File: config.mk
export PLATFORM = sky130hd
export DESIGN_NAME = addsub_pipe
export DESIGN_NICKNAME = d
export VERILOG_FILES = /design/src/rtl/addsub_pipe.sv
export SDC_FILE = /design/constraint.sdc
export NUM_CORES = 1
export LEC_CHECK = 0
export CAP_MARGIN = 20
export CORE_ASPECT_RATIO = 2
export CORE_UTILIZATION = 27
export DETAILED_ROUTE_END_ITERATION = 6
export GPL_ROUTABILITY_DRIVEN = 0
export GPL_TIMING_DRIVEN = 0
export PLACE_DENSITY = 0.54
export SLEW_MARGIN = 20
export SYNTH_ARGS = -nofsm -noshare
export SYNTH_HDL_FRONTEND = slang
export SYNTH_SLANG_ARGS = --single-unit
File: constraint.sdc
create_clock -name clk -period 2.2 [get_ports clk]
set_clock_uncertainty 0.1 [all_clocks]
set_input_delay 0.55 -clock clk [delete_from_list [all_inputs] [get_ports clk]]
set_output_delay 0.55 -clock clk [all_outputs]
set_load 0.02 [all_outputs]
File: src/rtl/addsub_pipe.sv
// addsub_pipe: valid/ready pipelined unsigned add/subtract with signed
// W+1 bit result, overflow flag and optional saturation.
//
// Ports:
//   clk, rst_n      clock, async active-low reset
//   clr             sync flush of all stage valid bits
//   in_valid/ready  operand handshake (aIn, bIn, mode)
//   mode            0 = A-B, 1 = A+B
//   out_valid/ready result handshake (resOut, ovf)
module addsub_pipe #(
  parameter int W   = 4,
  parameter int LAT = 4,
  parameter int SAT = 0
) (
  input  logic         clk,
  input  logic         rst_n,
  input  logic         clr,
  input  logic         in_valid,
  output logic         in_ready,
  input  logic [W-1:0] aIn,
  input  logic [W-1:0] bIn,
  input  logic         mode,
  output logic         out_valid,
  input  logic         out_ready,
  output logic [W:0]   resOut,
  output logic         ovf
);

  logic [LAT:1] v_q;
  logic [LAT:1] v_d;
  logic [LAT:1] rdy;
  logic [LAT:1] take;

  logic [W-1:0] a_q;
  logic [W-1:0] b_q;
  logic         m_q;

  logic [W:0]   res_q [2:LAT];
  logic [LAT:2] ov_q;

  logic signed [W+1:0] ax;
  logic signed [W+1:0] bx;
  logic signed [W+1:0] sum;
  logic [W:0]          res_d;
  logic                ovf_d;
  logic                acc;

  // Stage i can load when it is empty or some
  // downstream stage (or the sink) frees a slot.
  always_comb begin
    acc  = out_ready;
    rdy  = '0;
    take = '0;
    v_d  = v_q;
    for (int i = LAT; i >= 1; i--) begin
      acc    = acc || !v_q[i];
      rdy[i] = acc;
    end
    take[1] = in_valid && rdy[1] && !clr;
    for (int i = 2; i <= LAT; i++) begin
      take[i] = v_q[i-1] && rdy[i];
    end
    if (clr) begin
      v_d = '0;
    end else begin
      if (rdy[1]) v_d[1] = in_valid;
      for (int i = 2; i <= LAT; i++) begin
        if (rdy[i]) v_d[i] = v_q[i-1];
      end
    end
  end

  // Only positive overflow is reachable, so
  // saturation always clamps to 2^W-1.
  always_comb begin
    ax    = signed'({2'b00, a_q});
    bx    = signed'({2'b00, b_q});
    sum   = m_q ? (ax + bx) : (ax - bx);
    ovf_d = sum[W+1] ^ sum[W];
    res_d = sum[W:0];
    if ((SAT != 0) && ovf_d) begin
      res_d = {1'b0, {W{1'b1}}};
    end
  end

  always_ff @(posedge clk or negedge rst_n) begin
    if (!rst_n) begin
      v_q  <= '0;
      a_q  <= '0;
      b_q  <= '0;
      m_q  <= 1'b0;
      ov_q <= '0;
      for (int i = 2; i <= LAT; i++) begin
        res_q[i] <= '0;
      end
    end else begin
      v_q <= v_d;
      if (take[1]) begin
        a_q <= aIn;
        b_q <= bIn;
        m_q <= mode;
      end
      if (take[2]) begin
        res_q[2] <= res_d;
        ov_q[2]  <= ovf_d;
      end
      for (int i = 3; i <= LAT; i++) begin
        if (take[i]) begin
          res_q[i] <= res_q[i-1];
          ov_q[i]  <= ov_q[i-1];
        end
      end
    end
  end

  assign in_ready  = rdy[1] && !clr;
  assign out_valid = v_q[LAT];
  assign resOut    = res_q[LAT];
  assign ovf       = ov_q[LAT];

endmodule

==> results.tsv <==
metric	value	unit
outcome	completed	
dp.cells	207	
post_cts_buffers	0	
rows	38	
worst_setup_path_end_kind	output port	
layout_common_cells	31 x dfrtp_1, 18 x clkdlybuf4s50_1, 12 x mux2_2	
die_h	109.6	µm
hold_buffers	0	
syn2layout_area_growth	23.30	%
htree_levels	2	
fmax	492.1	MHz
die-area	6115	µm²
worstSetupPathType	in2out	
hold_violations	0	
syn-cell-area	1563	µm²
via_count	990	
setup_viol	0	
max-cap-violations	0	
yosys.area.top_type	dfrtp_1	
drt_iter0_drc	29	
final_max_slew_viol_count	0	
numPortBuffers	21	
hpwl	2085	µm
synth.distinct_cells	31	
synth_cells	126	
cts_tree	yes	
track_usage	9.988	%
drive_above_1_share	27.27	%
clk_pin_slew	0.07	ns
wire_per_inst	12.64	µm
grt_pass1_wl	4671	µm
met3_usage	2.235	%
ioPinCount	22	
grtUsageMet1	9.545	%
ant_nets	0	
final_common_cell	dfrtp_1	
cts_resized	6	
grt.busiest_layer	met2	
worst_pin_slew	0.6856	ns
clkLatencyLatePin	0.28	ns
ys_seq_elements	31	
synth_nets	150	
min_path_type	in2async	
cts_buffers	5	
required	1.55	ns
viasPerCell	4.626	
postSynthAreaPerCell	12.40	µm²
critPathMaxFanout	3	
grt_pass1_vias	1023	
yosys_warnings	0	
grt_max_degree	32	
startpoint_type	primary input	
die_x	55.80	µm
core	5515	µm²
fin_crit	2.032	ns
leakage	0.8804	nW
use_met2	19.36	%
netlist.area_leader.share	49.64	%
ir_worst_vdd	0.5549	mV
fill_cells	581	
routed_wl	2704	µm
hold_ws	0.2084	ns
num-nets-final	178	
rsz0062_at_grt	no	
drc	0	
initial_core_util	28.33	%
max_slew_margin	54.30	%
diodes	0	
clock-root-buffer	clkbuf_8	
dp_slack	-0.5119	ns
power.density	967.5	nW/µm²
ys_seq_area_share	49.64	%
clock_path_buffers	2	
setup_slack	0.1680	ns
final_cells	214	
drtPass1Iterations	4	
gr-total-overflow	0	
cp.arrival	1.38	ns
antenna_found_initial	0	
cts_sinks	31	
synth_area_leaders	dfrtp_1 50%, mux2_4 8.6%, mux2_2 8.6%	
period_share	92.37	%
[routing by layer]
layer / wire [µm] / part of all wire [%]
met5: 0 / 0
met4: 44 / 1.6
met3: 84 / 3.1
met2: 1595 / 59
met1: 979 / 36
[report_power, final]
part	switching [mW]	internal (mW)
Combinational	0.244	0.357
Sequential	0.0871	0.730
Clock	0.201	0.245
Total	0.532	1.33
[cells in the mapped netlist (all sizes together)]
library cell / instances
or2b: 1
a211o: 1
a41oi: 1
a2111o: 1
and4b: 1
and3: 1
a21oi: 9
mux2i: 1
o21ai: 6
dfrtp: 31
nand2b: 1
nor2: 7
and2: 1
nor3: 2
a21o: 1
buf: 9
xnor2: 1
mux2: 21
fa: 2
o21bai: 1
and4: 1
nand4b: 1
nand3b: 1
nor2b: 3
inv: 6
ha: 8
nand2: 7
[cell families after synthesis]
logic type | after synthesis | share of synthesized area, %
XOR/XNOR | 1 | 0.5606
multiplexers | 22 | 17.93
AND/OR/NAND/NOR | 27 | 9.529
adder cells (fa/ha/maj) | 10 | 8.968
flip-flops | 31 | 49.64
AO/OA/AOI/OAI | 20 | 7.847
buffers and inverters | 15 | 5.524
[metrics by stage]
| step | util (%) | cell area, µm² | TNS (ns) | power (mW) |
|---|---|---|---|---|
| 2_1_floorplan | - | 1563 | 0 | 1.227 |
| 3_5_place_dp | 33.42 | 1843 | -1.354 | 1.441 |
| 3_3_place_gp | 33.51 | 1848 | -2.756 | 1.413 |
| 4_1_cts | 34.94 | 1927 | 0 | 1.901 |
| 6_report | 34.94 | 1927 | 0 | 1.864 |
| 5_1_grt | 34.94 | 1927 | 0 | 1.989 |
[registers in the layout, summed over array words and instances, names as in the netlist]
register,cells
a_q,4
res_q,10
m_q,1
v_q,4
b_q,4
resOut,5
ov_q,3
[area by class of cell]
class                           count  area [µm²]  share of cell area (%)
Multi-Input combinational cell     80       700.7                   36.36
Clock buffer                        6       82.58                   4.286
Tap cell                           60       75.07                   3.896
Sequential cell                    31       775.7                   40.26
Buffer                              9       63.81                   3.312
Clock inverter                      1       5.005                  0.2597
Inverter                            6       22.52                   1.169
Timing Repair Buffer               21       201.4                   10.45
[worst paths after layout]
path,depth (start not counted),from,end,slack [ns]
max reg2reg,7,a_q[0],res_q[14],0.27
max in group asynchronous,1,rst_n,v_q[1],1.34
max,4,out_ready,in_ready,0.17
min,1,rst_n,res_q[10],0.21
min in group clk,2,res_q[12],res_q[12],0.38
min reg2reg,2,res_q[12],res_q[12],0.38
[critical path, stage by stage]
cell	delay [ns]
dlygate4sd2_1	0.26
and4b_4	0.35
a21oi_2	0.07
buf_4	0.16
(Power assumes the default switching activity.)
